File: config.mk
export PLATFORM = sky130hd
export DESIGN_NAME = uart_flow_ctrl
export DESIGN_NICKNAME = d
export VERILOG_FILES = /design/src/rtl/uart_flow_ctrl.sv
export SDC_FILE = /design/constraint.sdc
export NUM_CORES = 1
export LEC_CHECK = 0
export ABC_AREA = 0
export CORE_UTILIZATION = 45
export CTS_BUF_LIST = sky130_fd_sc_hd__clkbuf_2
export CTS_CLUSTER_DIAMETER = 80
export CTS_CLUSTER_SIZE = 28
export DETAILED_ROUTE_END_ITERATION = 10
export HOLD_SLACK_MARGIN = 0.06
export PLACE_DENSITY = 0.89
export SKIP_CTS_REPAIR_TIMING = 1
export SYNTH_ARGS = -nofsm -noshare
export SYNTH_HDL_FRONTEND = slang
export SYNTH_SLANG_ARGS = --single-unit
File: constraint.sdc
create_clock -name clk -period 1.96 [get_ports clk]
set_input_delay 0.294 -clock clk [delete_from_list [all_inputs] [get_ports clk]]
set_output_delay 0.294 -clock clk [all_outputs]
set_load 0.05 [all_outputs]
File: src/rtl/uart_flow_ctrl.sv
// uart_flow_ctrl: XON/XOFF software flow control injected into the UART
// transmit byte stream, driven by the occupancy of the receive buffer.
// Control bytes win over data for the single output register; data bytes
// are forwarded unmodified with one cycle of latency.
module uart_flow_ctrl #(
    parameter int                    DATA_WIDTH = 8,
    parameter int                    DEPTH      = 4096,
    parameter int                    XOFF_LEVEL = 3072,
    parameter int                    XON_LEVEL  = 1024,
    parameter logic [DATA_WIDTH-1:0] XOFF_CHAR  = 8'h13,
    parameter logic [DATA_WIDTH-1:0] XON_CHAR   = 8'h11
) (
    input  logic                       clk,
    input  logic                       arstn,
    input  logic                       enable,
    input  logic [$clog2(DEPTH):0]     fifo_level,
    input  logic [DATA_WIDTH-1:0]      s_axis_tdata,
    input  logic                       s_axis_tvalid,
    output logic                       s_axis_tready,
    output logic [DATA_WIDTH-1:0]      m_axis_tdata,
    output logic                       m_axis_tvalid,
    input  logic                       m_axis_tready,
    output logic                       paused,
    output logic [15:0]                xoff_count
);

    localparam int LW = $clog2(DEPTH) + 1;
    localparam logic [LW-1:0] XOFF_LVL = LW'(XOFF_LEVEL);
    localparam logic [LW-1:0] XON_LVL  = LW'(XON_LEVEL);

    // Threshold ordering must leave a hysteresis band inside the buffer.
    generate
        if (!(XON_LEVEL < XOFF_LEVEL && XOFF_LEVEL <= DEPTH)) begin : g_bad_levels
            $error("uart_flow_ctrl: need XON_LEVEL < XOFF_LEVEL <= DEPTH");
        end
    endgenerate

    typedef enum logic [1:0] {
        RUN       = 2'd0,
        SEND_XOFF = 2'd1,
        PAUSED    = 2'd2,
        SEND_XON  = 2'd3
    } state_t;

    state_t state;
    logic   run_ok;      // low during reset and until the first edge after release
    logic   out_free;
    logic   data_state;

    assign out_free   = !m_axis_tvalid || m_axis_tready;
    assign data_state = (state == RUN) || (state == PAUSED);

    // Upstream may only hand over a byte when no control byte is waiting
    // and the output register can take it this cycle.
    assign s_axis_tready = run_ok && data_state && out_free;

    // Flow-control FSM together with the output register and XOFF counter.
    always_ff @(posedge clk or negedge arstn) begin
        if (!arstn) begin
            state         <= RUN;
            run_ok        <= 1'b0;
            m_axis_tdata  <= '0;
            m_axis_tvalid <= 1'b0;
            paused        <= 1'b0;
            xoff_count    <= '0;
        end else begin
            run_ok <= 1'b1;

            // Output register: a presented byte is only replaced once free.
            if (out_free) begin
                if (!data_state) begin
                    m_axis_tdata  <= (state == SEND_XOFF) ? XOFF_CHAR : XON_CHAR;
                    m_axis_tvalid <= 1'b1;
                end else if (s_axis_tvalid && s_axis_tready) begin
                    m_axis_tdata  <= s_axis_tdata;
                    m_axis_tvalid <= 1'b1;
                end else begin
                    m_axis_tvalid <= 1'b0;
                end
            end

            case (state)
                RUN: begin
                    if (enable && fifo_level >= XOFF_LVL)
                        state <= SEND_XOFF;
                end
                SEND_XOFF: begin
                    if (out_free) begin
                        state  <= PAUSED;
                        paused <= 1'b1;
                        if (xoff_count != 16'hFFFF)
                            xoff_count <= xoff_count + 16'd1;
                    end
                end
                PAUSED: begin
                    // No repeat XOFF here; only a resume condition leaves.
                    if (fifo_level <= XON_LVL || !enable)
                        state <= SEND_XON;
                end
                SEND_XON: begin
                    if (out_free) begin
                        state  <= RUN;
                        paused <= 1'b0;
                    end
                end
                default: state <= RUN;
            endcase
        end
    end

endmodule

# After elaboration in Yosys (flattened, before gate mapping)
# Cells that the tools add are included.
[totals]
regBits = 29
word_cells = 46
in_bits = 26
[op_classes]
n_eq_ne = 9
n_mux = 13
reduce_logical = 15
magnitude_cmp = 2
addsub = 1
[ops]
columns = ["op", "n"]
rows = [
  ["adder 16 x 1 -> 16 bit (second input constant)", 1],
  ["2-to-1 mux 8 bit", 2],
  ["!= test 16 bit (second input constant)", 1],
  ["greater-or-equal comparator 13 x 12 -> 1 bit (second input constant)", 1],
  ["less-or-equal comparator 13 x 11 -> 1 bit (second input constant)", 1],
  ["2-to-1 mux 2 bit", 5],
  ["one-hot mux 2 bit (4 select lines)", 1],
  ["!= test 2 x 1 -> 1 bit (second input constant)", 3],
  ["AND reduction 3 bit", 2],
  ["== test 2 bit (second input constant)", 2],
  ["logical AND 1 bit", 4],
  ["2-to-1 mux 1 bit", 4],
  ["!= test 2 bit (second input constant)", 2],
  ["AND reduction 4 bit", 1],
  ["logical OR 1 bit", 3],
  ["== test 2 x 1 -> 1 bit (second input constant)", 1],
  ["logical NOT 1 bit", 2],
  ["logical NOT 2 bit", 1],
  ["one-hot mux 1 bit (2 select lines)", 1],
  ["AND reduction 2 bit", 1],
  ["nonzero test 2 bit", 1],
]

# Logic depth before layout (Yosys ltp)
# Gate-level depths: netlist of the first run.
[depth]
word_depth = 7
ltp_mapped = 8

# Worst setup path before layout of the first run
# Ideal clock, no wire load.
[synth_timing]
path_kind = "reg-to-reg"
startpoint = "register xoff_count[0]"
endpoint = "register xoff_count[9]"
setup_ps = 147
t_required_ps = 1813
arrival_time_ps = 1653
path_stages_with_launch = 7
path_slack_ps = 159
path_cell_list = "dfrtp_1 > ha_1 > nand3_1 > nor4_4 > buf_6 > nor4b_2 > xor2_1"
[synth_via]
elab_chain_cells = 2
[synth_rtl]
columns = ["item", "line_no", "source"]
rows = [
  ["from (decl)", "24", "output logic [15:0] xoff_count"],
  ["from (signal assigned)", "92", "xoff_count <= xoff_count + 16'd1;"],
  ["branches (longest 2 deep; another with adder 16 x 1 -> 16 bit)", "--", ""],
]
# Several ways; the timed one is not identified.
# A chain may end at the register's enable or synchronous reset.

# Worst setup path after layout of the first run
[layout_timing]
startpoint = "register state[0]"
endpoint = "output s_axis_tready"
[layout_via]
elab_chain_cells = 4
[layout_rtl]
columns = ["item", "line_no", "source"]
rows = [
  ["from (decl)", "45", "state_t state;"],
  ["from (signal assigned)", "60", "state <= RUN;"],
  ["from (signal assigned)", "85", "state <= SEND_XOFF;"],
  ["from (signal assigned)", "89", "state <= PAUSED;"],
  ["== test 2 bit / logical NOT 2 bit (equally long branches)", "51", "assign data_state = (state == RUN) || (state == PAUSED);"],
  ["logical OR 1 bit (*)", "51", ""],
  ["logical AND 1 bit (*) (2 in a row)", "55", "assign s_axis_tready = run_ok && data_state && out_free;"],
  ["to (decl)", "19", "output logic s_axis_tready,"],
]
# Mark *: on every way between the ends. The rest lies on a longest branch, timed or not.

==> results.json, run 1 <==
{
  "grt_usage_pct": 21.00,
  "cts_tree": "done",
  "arrival_ns": 1.66,
  "path_clk_slew_ns": 0.16,
  "core_area_um2": 3363,
  "syn_inst": 144,
  "first_global_vias": 1232,
  "gp_congestion": 0.7921,
  "synthDistinctLibCells": 40,
  "avgRoutedWirePerCell_um": 13.90,
  "fillCellCount": 264,
  "die_area_um2": 3756,
  "synth_area_leaders": "dfrtp_1 46%, xor2_1 7.8%, ha_1 4.7%, nand3_1 4.1%, nor4_2 4.0%",
  "dp_hpwl_um": 2674,
  "antenna_found_initial": 0,
  "outcome": "finished, final reports clean",
  "cts_buffers": 5,
  "synth_largest_area_cell": "dfrtp_1",
  "synth_warnings": 0,
  "die_h_um": 61.29,
  "htreeDepth": 2,
  "grt_setup_unrepaired": "true",
  "fin_hold_ws_ns": 0.2674,
  "post-route-period-util_pct": 99.57,
  "clockPowerShare_pct": 10.6,
  "pin_count": 53,
  "power_frac_seq_pct": 32.0,
  "finalSetupViolCount": 0,
  "synth_fp_nets": 176,
  "dieWidth_um": 61.29,
  "post-route-min-period_ns": 1.952,
  "p_int_uw": 1475,
  "place_ws_ns": -0.01528,
  "synth-edff-count": 0,
  "postSynth.asyncResetShare_pct": 100.0,
  "synth_area_per_cell_um2": 10.98,
  "drtIter0Drc": 43,
  "slew_headroom_pct": 64.64,
  "regArea_um2": 725.7,
  "setup_ws_ns": 0.008404,
  "maxSlewViolCount": 0,
  "start_util_pct": 47.02,
  "leakage_uw": 0.001267,
  "setup.worst_path.start_class": "flip-flop",
  "synthFlopType": "dfrtp_1",
  "cp_max_fo": 4,
  "port_buffers": 52,
  "antenna_cells": 0,
  "ys_ff_latch": 29,
  "synth_commonest_cells": "29 x dfrtp_1, 14 x xor2_1, 13 x nand3_1, 12 x nor2_1, 9 x nand2_1",
  "clkLatencyLatePin_ns": 0.38,
  "switching_share_pct": 47.16,
  "tightestPinTransition_ns": 0.5288,
  "dpl-instance-area_um2": 2193,
  "clock-sinks": 29,
  "multi_input_area_um2": 813.3,
  "syn_to_final_growth_pct": 45.33,
  "path_class": "flip-flop to primary output",
  "grt_pass1_wl_um": 5554,
  "worst_ir_drop_vdd_v": 0.0007834,
  "rr_worst_depth": 5,
  "combPwrFrac_pct": 57.4,
  "synth_area_um2": 1582,
  "yosysMostFrequentCell": "dfrtp_1",
  "end_kind": "primary output",
  "power_density_nw_per_um2": 1215,
  "hold_viol": 0,
  "drive_above_1_share_pct": 22.49,
  "clock-root-buffer": "clkbuf_2",
  "nets": 240,
  "rows": 21,
  "ant_nets": 0,
  "overflow": 0,
  "viasPerCell": 5.157,
  "timing.fmax_mhz": 512.4,
  "grt_max_degree": 30,
  "ys_seq_area_share_pct": 45.89,
  "routed_wl_um": 3545,
  "hold_path_class": "input pin to asynchronous set/reset pin",
  "synth_top_area_share_pct": 45.89,
  "required_ns": 1.67,
  "dr.pass1.iters": 4,
  "cts_max_path_buffers": 2,
  "finalSetupTns_ns": 0,
  "drcViolationCount": 0,
  "maxCapViolCount": 0,
  "fin_skew_ns": 0.02205,
  "p_switching_uw": 1317,
  "vias": 1315,
  "power_uw": 2792,
  "finalInstanceArea_um2": 2298
}
cell usage in the layout (no fill, tap or decap), drive strengths merged:
cell and count:
or2 1, clkdlybuf4s50 36, nor3 5, nor2 14, a21oi 4, nand3 14, a31oi 1, inv 7
dlymetal6s2s 15, clkbuf 6, a21boi 1, nand2 10, nor4b 3, mux2i 1, dfrtp 29, mux2 3
conb 1, clkinv 2, and3 2, nand4 5, nor3b 1, xor2 14, o21ai 5, buf 10
nor4 7, a221oi 1, ha 6, nand2b 1, o311a 1, a21o 1, and4 2
worst max-delay path, stage by stage (launching register included):
cell and delay [ns]:
dfrtp_1 0.41, inv_2 0.07, ha_2 0.20, or2_4 0.28, and3_4 0.19, buf_12 0.14
worst paths after layout:
kind,startpoint,end,slack [ns]
max,state[0]$_DFFE_PN0P_,s_axis_tready,0.008
min,arstn,xoff_count[7]$_DFFE_PN0P_,0.27
max reg2reg,xoff_count[12]$_DFFE_PN0P_,xoff_count[13]$_DFFE_PN0P_,0.21
min reg2reg,xoff_count[0]$_DFFE_PN0P_,xoff_count[0]$_DFFE_PN0P_,0.51
max in group asynchronous,arstn,m_axis_tdata[6]$_DFFE_PN0P_,1.39
min in group clk,s_axis_tdata[1],m_axis_tdata[1]$_DFFE_PN0P_,0.48
sequential cells by signal, indices dropped and copies added, names as in the netlist:
name / cells
xoff_count: 16
m_axis_tdata: 8
state: 2
m_axis_tvalid: 1
paused: 1
run_ok: 1
kinds of logic (layout without fill, tap and decap cells):
group,after synthesis,count (layout),share of synthesized area (%)
other,1,1,0.2371
buffers and inverters,11,76,3.481
muxes,4,4,3.006
xor gates and xnor gates,14,14,7.753
adders and majority gates,6,6,4.747
and+or+nand+nor,65,65,28.40
AOI/OAI and AO/OA,14,14,6.487
DFF,29,29,45.89
metal layers:
layer	wire, um	GRT usage [%]	up-vias
li1	-	-	635
met5	0	0	-
met3	174	7.353	8
met2	1856	35.71	41
met4	65	7.468	0
met1	1447	24.53	631
power by group through the flow:
stage | logic (uW) | registers (uW) | clock network, uW
6_report | 1600 | 894 | 296
5_1_grt | 1720 | 923 | 332
4_1_cts | 1550 | 892 | 301
3_5_place_dp | 1540 | 903 | 0
3_3_place_gp | 1500 | 896 | 0
2_1_floorplan | 583 | 1320 | 0
per-stage QoR:
| stage | cells | utilization (%) |
|---|---|---|
| floorplan | 144 | - |
| global placement | 245 | 65.22 |
| detailed placement | 245 | 65.22 |
| CTS | 253 | 66.41 |
| global route | 255 | 68.34 |
| finish | 255 | 68.34 |
cell type report:
cell class	instances	share of cell area, %
Clock inverter	2	0.4355
Tap cell	46	2.504
Sequential cell	29	31.57
Timing Repair Buffer	61	27.65
Clock buffer	6	1.306
Inverter	7	1.143
Multi-Input combinational cell	104	35.38
(Power assumes the default switching activity.)
==> run 2, diff against run 1 <==
CTS_BUF_LIST = not set   (was sky130_fd_sc_hd__clkbuf_2)
==> results.json, run 2 (same netlist as run 1, synthesis figures left out) <==
{
  "outcome": "finished, final reports clean",
  "leakage_uw": 0.001126,
  "path_class": "flip-flop to primary output",
  "cp_cell_sequence": "clkdlybuf4s50_1",
  "pin_count": 53,
  "grt_max_degree": 30,
  "critical-path-slowest-cell": "clkdlybuf4s50_1",
  "clock-root-buffer": "clkbuf_4",
  "fillCellCount": 265,
  "hold_path_class": "input pin to asynchronous set/reset pin",
  "arrival_ns": 1.60,
  "dpl-instance-area_um2": 2193,
  "start_util_pct": 47.02,
  "reg_top3": "xoff_count (16), m_axis_tdata (8), state (2)",
  "layout.cells.most_common": "clkdlybuf4s50_1",
  "nets": 240,
  "layout_common_cells": "44 x clkdlybuf4s50_1, 29 x dfrtp_1, 14 x xor2_1",
  "cp_max_fo": 5,
  "dp_hpwl_um": 2674,
  "critPathTopFamily": "buffers and inverters",
  "antenna_found_initial": 0,
  "vias": 1296,
  "largest_reg_flops": 16,
  "htreeDepth": 2,
  "cp_slowest_stage_delay_ns": 0.83,
  "post-route-min-period_ns": 1.898,
  "viasPerCell": 5.082,
  "grt_pass1_wl_um": 5568,
  "clock-sinks": 29,
  "avgRoutedWirePerCell_um": 13.91,
  "finalInstanceArea_um2": 2290,
  "tightestPinTransition_ns": 0.5284,
  "routed_wl_um": 3547,
  "finalSetupViolCount": 0,
  "drcViolationCount": 0,
  "cts_max_path_buffers": 2,
  "cts_buffers": 5,
  "path_clk_slew_ns": 0.10,
  "die_h_um": 61.29,
  "regArea_um2": 725.7,
  "hold_viol": 0,
  "power_density_nw_per_um2": 1241,
  "required_ns": 1.67,
  "antenna_cells": 0,
  "drtIter0Drc": 36,
  "syn_to_final_growth_pct": 44.78,
  "grt_usage_pct": 20.82,
  "finalSetupTns_ns": 0,
  "port_buffers": 52,
  "dieWidth_um": 61.29,
  "ant_nets": 0,
  "first_global_vias": 1227,
  "cp_num_buf_inv": 1,
  "die_area_um2": 3756,
  "drive_above_1_share_pct": 22.01,
  "setup.worst_path.start_class": "flip-flop",
  "clkLatencyLatePin_ns": 0.33,
  "cts_tree": "done",
  "multi_input_area_um2": 813.3,
  "post-route-period-util_pct": 96.86,
  "timing.fmax_mhz": 526.8,
  "worst_ir_drop_vdd_v": 0.0008533,
  "largest-register": "xoff_count",
  "gp_congestion": 0.7921,
  "slew_headroom_pct": 64.66,
  "power_uw": 2841,
  "overflow": 0,
  "maxSlewViolCount": 0,
  "fin_skew_ns": 0.01424,
  "core_area_um2": 3363,
  "maxCapViolCount": 0,
  "end_kind": "primary output",
  "dr.pass1.iters": 4,
  "rows": 21
}
[run 2: cell count changes in the layout (fill, tap and decap cells not counted), sizes merged]
| cell | before | now |
|---|---|---|
| clkdlybuf4s50 | 36 | 44 |
| dlymetal6s2s | 15 | 7 |
[run 2: path summary, 6_finish.rpt]
| check | cells past startpoint | from | slack, ns | endpoint |
|---|---|---|---|---|
| setup / recovery | 1 | xoff_count[5]$_DFFE_PN0P_ | 0.06 | xoff_count[5] |
| hold / removal | 2 | arstn | 0.33 | xoff_count[7]$_DFFE_PN0P_ |
| setup reg to reg | 6 | state[0]$_DFFE_PN0P_ | 0.23 | state[1]$_DFFE_PN0P_ |
| hold reg to reg | 1 | xoff_count[0]$_DFFE_PN0P_ | 0.51 | xoff_count[0]$_DFFE_PN0P_ |
| max in group asynchronous | 2 | arstn | 1.34 | m_axis_tdata[6]$_DFFE_PN0P_ |
| min in group clk | 1 | xoff_count[0]$_DFFE_PN0P_ | 0.51 | xoff_count[0]$_DFFE_PN0P_ |
[run 2: where the power goes]
part	total, uW	leakage [uW]	internal [uW]	switching, uW
logic	1600	0.000724	634	969
clock network	343	0.0000320	136	206
registers	896	0.000370	754	142
[run 2: stage by stage]
| step | setup slack, ns | util, % | instances | hold slack (ns) |
|---|---|---|---|---|
| 4_1_cts | -0.08340 | 66.74 | 253 | 0.3532 |
| 2_1_floorplan | 0.1594 | - | 144 | -0.001591 |
| 6_report | 0.06159 | 68.08 | 255 | 0.3308 |
| 3_3_place_gp | 0.02005 | 65.22 | 245 | 0.5033 |
| 5_1_grt | -0.01458 | 68.08 | 255 | 0.3572 |
| 3_5_place_dp | -0.01528 | 65.22 | 245 | 0.5027 |
[run 2: final cells by class]
type	count	share of cell area, %
clock buffers	6	1.803
clock inverters	2	0.4372
inverters	7	1.148
multi-input cells	104	35.52
flip-flops and latches	29	31.69
well taps	46	2.514
repair buffers	61	26.89
[run 2: per-layer routing]
metal / track usage [%] / share of wire, % / up-vias
met4: 6.494 / 1.4 / 0
met5: 0 / 0 / -
met2: 35.71 / 50 / 37
met3: 6.723 / 4.6 / 6
met1: 24.80 / 44 / 617
li1: - / - / 636
